--- src/rtl/adc_sar_sequencer.sv ---
// adc_sar_sequencer: successive-approximation control sequencer.
// Runs sample -> 12 trial/wait bit decisions -> done for each accepted start,
// driving the capacitor DAC trial code and the comparator strobe.
// Optional build macro ADC_OVERSAMPLE_EN: one start runs 2^AVG_LOG2
// conversions and reports their truncated average.
`timescale 1ns/1ps
module adc_sar_sequencer #(
  parameter int SAMPLE_CYCLES = 4,
  parameter int AVG_LOG2      = 2
) (
  input  logic        clk,
  input  logic        rst,
  input  logic        start,
  input  logic        comp_out,
  input  logic        comp_valid,
  output logic [11:0] dac_code,
  output logic        sample_out,
  output logic        comp_trig,
  output logic        busy,
  output logic [11:0] result,
  output logic        result_valid
);

  typedef enum logic [2:0] {IDLE, SAMPLE, TRIAL, WAIT, DONE} state_t;

  state_t      state, state_nxt;
  logic [3:0]  k, k_nxt;
  logic [11:0] work, work_nxt, work_upd;
  logic [7:0]  cnt, cnt_nxt;
  logic [11:0] dac_nxt, result_nxt;
  logic        sample_nxt, trig_nxt, rv_nxt;

`ifdef ADC_OVERSAMPLE_EN
  localparam int ACC_W = 12 + AVG_LOG2;
  logic [ACC_W-1:0]    acc, acc_nxt, acc_sum;
  logic [AVG_LOG2-1:0] conv, conv_nxt;
`endif

  // Next-state and next-output decode; every output is registered from these.
  always_comb begin
    state_nxt  = state;
    k_nxt      = k;
    work_nxt   = work;
    cnt_nxt    = cnt;
    dac_nxt    = dac_code;
    sample_nxt = 1'b0;
    trig_nxt   = 1'b0;
    result_nxt = result;
    rv_nxt     = 1'b0;
    work_upd    = work;
    work_upd[k] = comp_out;
`ifdef ADC_OVERSAMPLE_EN
    acc_nxt  = acc;
    conv_nxt = conv;
    acc_sum  = acc + {{AVG_LOG2{1'b0}}, work};
`endif
    case (state)
      IDLE: begin
        // A start coinciding with the result pulse is dropped on purpose.
        if (start && !result_valid) begin
          state_nxt  = SAMPLE;
          cnt_nxt    = 8'd0;
          sample_nxt = 1'b1;
          dac_nxt    = 12'd0;
`ifdef ADC_OVERSAMPLE_EN
          acc_nxt  = '0;
          conv_nxt = '0;
`endif
        end
      end
      SAMPLE: begin
        if (cnt == 8'(SAMPLE_CYCLES - 1)) begin
          state_nxt = TRIAL;
          k_nxt     = 4'd11;
          work_nxt  = 12'd0;
          dac_nxt   = 12'h800;
          trig_nxt  = 1'b1;
        end else begin
          cnt_nxt    = cnt + 8'd1;
          sample_nxt = 1'b1;
        end
      end
      TRIAL: state_nxt = WAIT;
      WAIT: begin
        if (comp_valid) begin
          work_nxt = work_upd;
          if (k == 4'd0) begin
            state_nxt = DONE;
            dac_nxt   = 12'd0;
          end else begin
            // Next trial: decided bits kept, next bit set, lower bits still zero.
            k_nxt     = k - 4'd1;
            state_nxt = TRIAL;
            dac_nxt   = work_upd | (12'd1 << (k - 4'd1));
            trig_nxt  = 1'b1;
          end
        end
      end
      DONE: begin
        k_nxt = 4'd11;
`ifdef ADC_OVERSAMPLE_EN
        if (&conv) begin
          result_nxt = 12'(acc_sum >> AVG_LOG2);
          rv_nxt     = 1'b1;
          state_nxt  = IDLE;
          acc_nxt    = '0;
        end else begin
          acc_nxt    = acc_sum;
          conv_nxt   = conv + 1'b1;
          state_nxt  = SAMPLE;
          cnt_nxt    = 8'd0;
          sample_nxt = 1'b1;
        end
`else
        result_nxt = work;
        rv_nxt     = 1'b1;
        state_nxt  = IDLE;
`endif
      end
      default: state_nxt = IDLE;
    endcase
  end

  // State and registered outputs; reset aborts any conversion in flight.
  always_ff @(posedge clk or posedge rst) begin
    if (rst) begin
      state        <= IDLE;
      k            <= 4'd11;
      work         <= 12'd0;
      cnt          <= 8'd0;
      dac_code     <= 12'd0;
      sample_out   <= 1'b0;
      comp_trig    <= 1'b0;
      busy         <= 1'b0;
      result       <= 12'd0;
      result_valid <= 1'b0;
`ifdef ADC_OVERSAMPLE_EN
      acc  <= '0;
      conv <= '0;
`endif
    end else begin
      state        <= state_nxt;
      k            <= k_nxt;
      work         <= work_nxt;
      cnt          <= cnt_nxt;
      dac_code     <= dac_nxt;
      sample_out   <= sample_nxt;
      comp_trig    <= trig_nxt;
      busy         <= (state_nxt != IDLE);
      result       <= result_nxt;
      result_valid <= rv_nxt;
`ifdef ADC_OVERSAMPLE_EN
      acc  <= acc_nxt;
      conv <= conv_nxt;
`endif
    end
  end

endmodule

--- config.mk ---
export PLATFORM = sky130hd
export DESIGN_NAME = adc_sar_sequencer
export DESIGN_NICKNAME = d
export VERILOG_FILES = /design/src/rtl/adc_sar_sequencer.sv
export SDC_FILE = /design/constraint.sdc
export NUM_CORES = 1
export LEC_CHECK = 0
export ABC_AREA = 1
export CAP_MARGIN = 20
export CORE_UTILIZATION = 43
export DETAILED_ROUTE_END_ITERATION = 12
export MAX_ROUTING_LAYER = met4
export PLACE_DENSITY = 0.68
export SLEW_MARGIN = 20
export SYNTH_ARGS = -nofsm -noshare
export SYNTH_HDL_FRONTEND = slang
export SYNTH_SLANG_ARGS = --single-unit
--- constraint.sdc ---
create_clock -name clk -period 2.05 [get_ports clk]
set_input_delay 0.5125 -clock clk [delete_from_list [all_inputs] [get_ports clk]]
set_output_delay 0.5125 -clock clk [all_outputs]
set_load 0.02 [all_outputs]
==> metrics.md <==
| Metric | Value |
|---|---|
| Status | complete, no violations |
| Largest net degree at the start of global routing | 26 |
| Period minus WS final | 1.83 ns |
| Distinct cells, synth | 28 |
| Reg2reg end | dac_code[9] |
| Core area | 6030 um^2 |
| Starting Density | 0.452 |
| Hold-fix buffers at CTS | 0 |
| Crit path max fanout | 2 |
| Hold_sp | dac_code[8] |
| Number of global-route vias before repair | 2217 |
| Critical path buffer and inverter count | 1 |
| VDD IR-drop max | 771 uV |
| Met2 global-route usage | 0.333 |
| ANT nets after route | 0 |
| Clk_lat worst skew | 0.31 ns |
| F_max | 546 MHz |
| IO Pins | 33 |
| H-Tree Depth | 2 |
| Final Cell Area | 3250 um^2 |
| FF+latch area | 1380 um^2 |
| Die X | 81.6 um |
| Max clock buf depth | 2 |
| Layout cells sized above 1 | 0.0932 |
| Startpoint Class | register |
| Antenna diode instance count | 0 |
| Slew HR | 0.678 |
| Buffer count from post-CTS setup fixing | 0 |
| Number of CTS-inserted buffers | 5 |
| Initial antenna violation count | 0 |
| CTS root buffer | clkbuf_8 |
| Syn nets | 343 |
| FILL cells | 560 |
| Routed WL | 5810 um |
| Max cap viols | 0 |
| Clock tree from TritonCTS | done |
| Iteration-0 DRC Markers | 189 |
| Slowest cell on the critical path | clkdlybuf4s50_1 |
| Area of the multi-input gates | 1140 um^2 |
| Period utilization | 0.893 |
| Via count | 2202 |
| Synth warn | 0 |
| CP delay by family, top | buffers and inverters |
| Final #Nets | 378 |
| Clock Sink Count | 55 |
| Static Leak | 1.58 nW |
| Hold Path End | dac_code[8] |
| Crit path DAT | 1.32 ns |
| Met1 Use GR | 0.266 |
| Type of the worst setup path | reg -> out |
| R2r startpoint | k[0] |
| Cells along the critical path | clkdlybuf4s50_1 |
| Row Count | 28 |
| Post-synthesis sequential area ratio | 0.506 |
| Skew final | 0.00910 ns |
| CTS resizes | 0 |
| Reg2reg setup slack | 0.23 ns |
| First-pass GRT wire length | 10100 um |
| Final Wtd Congestion | 0.803 |
| Register-to-Register Path Depth | 10 |
| Max stage delay on crit path | 0.62 ns |
| Die Ht | 81.6 um |
| DR WL/cell | 13.2 um |
| Grt peak-use layer | met2 |
| WP data required | 1.54 ns |
| RSZ-0062 raised after global routing | false |
| DRC viols | 0 |
| Worst-path clk slew | 0.10 ns |
| Post-place instance area | 3150 um^2 |
| Mean Syn Cell Area | 8.26 um^2 |
| CP Capture Type | output port |
| Full die area | 6660 um^2 |
| Area Overhead vs Synth | 19.2% |
| Vias per cell | 5.00 |
| Worst slew pin tran | 0.482 ns |
| Synthesis-stage register bit count | 55 |
| Worst hold path depth | 2 |
| Final hold violations | 0 |
| 1st-pass router iterations | 4 |
| Setup TNS | 0 ns |
| Congestion Overflow GR | 0 |
| IO buf count | 32 |
| Mapped Area | 2730 um^2 |
| Dpl hpwl | 4340 um |
| Final setup fails | 0 |
| Worst hold path class | reg -> reg |
| Max Slew Vio Count | 0 |
| GRT Overall Usage | 0.208 |
| Synth Instances | 330 |
| GRT met3 Usage | 0.0311 |
| Power density over the cells | 1390 nW/um^2 |
-- worst reg2reg max path: stages, from the launching register on --
cell	delay, ns
dfstp_2	0.60
inv_1	0.12
ha_1	0.30
inv_1	0.08
nand2_1	0.05
nand2_2	0.15
inv_1	0.09
nand2_1	0.07
o21ai_0	0.10
nand2_1	0.09
nand2_1	0.05
-- metal layers --
metal	up-vias	wire (um)
met1	1025	2750
li1	1124	-
met3	9	174
met5	-	0
met2	44	2800
met4	0	85
-- worst max-delay path by stage --
stage / start / end / slack (ns) / depth (start not counted)
after floorplan: rst / busy / 0.20 / 1
after global placement: comp_out / dac_code[0] / 0.11 / 5
after detailed placement: comp_out / dac_code[0] / 0.11 / 5
after CTS: dac_code[10] / dac_code[10] / 0.21 / 1
after global routing: k[0] / dac_code[1] / 0.06 / 9
final: dac_code[10] / dac_code[10] / 0.22 / 1
-- cell families after synthesis --
family	share of synthesized area
fa+ha+maj	0.0367
xor+xnor	0.00964
buf+inv	0.0753
compound gates	0.129
flops	0.506
simple gates	0.244
-- final cells by class --
cell class | count | share of cell area
Sequential cell | 55 | 0.425
Multi-Input combinational cell | 226 | 0.351
Timing Repair Buffer | 37 | 0.118
Inverter | 40 | 0.0462
Tap cell | 75 | 0.0289
Clock buffer | 6 | 0.0223
Clock inverter | 1 | 0.00924
-- metrics by stage --
step	util	hold slack (ns)	total power [mW]	setup slack (ns)	std cells
after global placement	0.522	0.464	3.84	0.106	433
after detailed placement	0.522	0.462	3.86	0.113	433
after global routing	0.539	0.509	4.94	0.0553	440
final	0.539	0.483	4.53	0.219	440
after CTS	0.539	0.489	4.57	0.207	440
after floorplan	-	0.488	3.22	0.200	330
-- power breakdown --
group          internal [mW]  total, mW  switching [mW]
logic                  0.764       2.16            1.40
clock network          0.359      0.693           0.334
registers               1.42       1.67           0.250
-- state kept, by name, summed over array words and instances (netlist names) --
| register | cells |
|---|---|
| busy | 1 |
| dac_code | 12 |
| k | 4 |
| sample_out | 1 |
| comp_trig | 1 |
| cnt | 8 |
| work | 12 |
| result_valid | 1 |
| state | 3 |
| result | 12 |
-- cell usage after synthesis --
| master | instances | area share |
|---|---|---|
| a21boi_0 | 1 | 0.0028 |
| a21oi_1 | 3 | 0.0055 |
| buf_2 | 2 | 0.0037 |
| buf_4 | 3 | 0.0083 |
| buf_6 | 1 | 0.0041 |
| clkbuf_1 | 3 | 0.0041 |
| clkinv_1 | 1 | 0.0014 |
| dfrtp_1 | 52 | 0.48 |
| dfstp_2 | 3 | 0.029 |
| ha_1 | 8 | 0.037 |
| inv_1 | 36 | 0.050 |
| inv_2 | 3 | 0.0041 |
| nand2_1 | 101 | 0.14 |
| nand2_2 | 7 | 0.016 |
| nand3_1 | 17 | 0.031 |
| nand3_2 | 3 | 0.011 |
| nand4_1 | 2 | 0.0046 |
| nand4_2 | 1 | 0.0046 |
| nor2_1 | 15 | 0.021 |
| nor2_2 | 1 | 0.0023 |
| nor2_4 | 3 | 0.012 |
| nor3_1 | 1 | 0.0018 |
| o21ai_0 | 38 | 0.070 |
| o21ai_1 | 8 | 0.015 |
| o21ai_4 | 1 | 0.0060 |
| o22ai_1 | 13 | 0.030 |
| xnor2_1 | 1 | 0.0032 |
| xor2_1 | 2 | 0.0064 |
-- cells in the final DEF (no fill, tap or decap), types with 4 or more instances in the layout --
| master | instances |
|---|---|
| dfrtp_1 | 52 |
| nand3_1 | 17 |
| nand2_1 | 101 |
| clkdlybuf4s50_1 | 32 |
| nand2_2 | 7 |
| o22ai_1 | 13 |
| o21ai_1 | 8 |
| clkbuf_8 | 5 |
| inv_1 | 35 |
| inv_2 | 4 |
| nor2_1 | 15 |
| ha_1 | 8 |
| o21ai_0 | 38 |
Note: power is estimated with default switching activity, not from simulation.
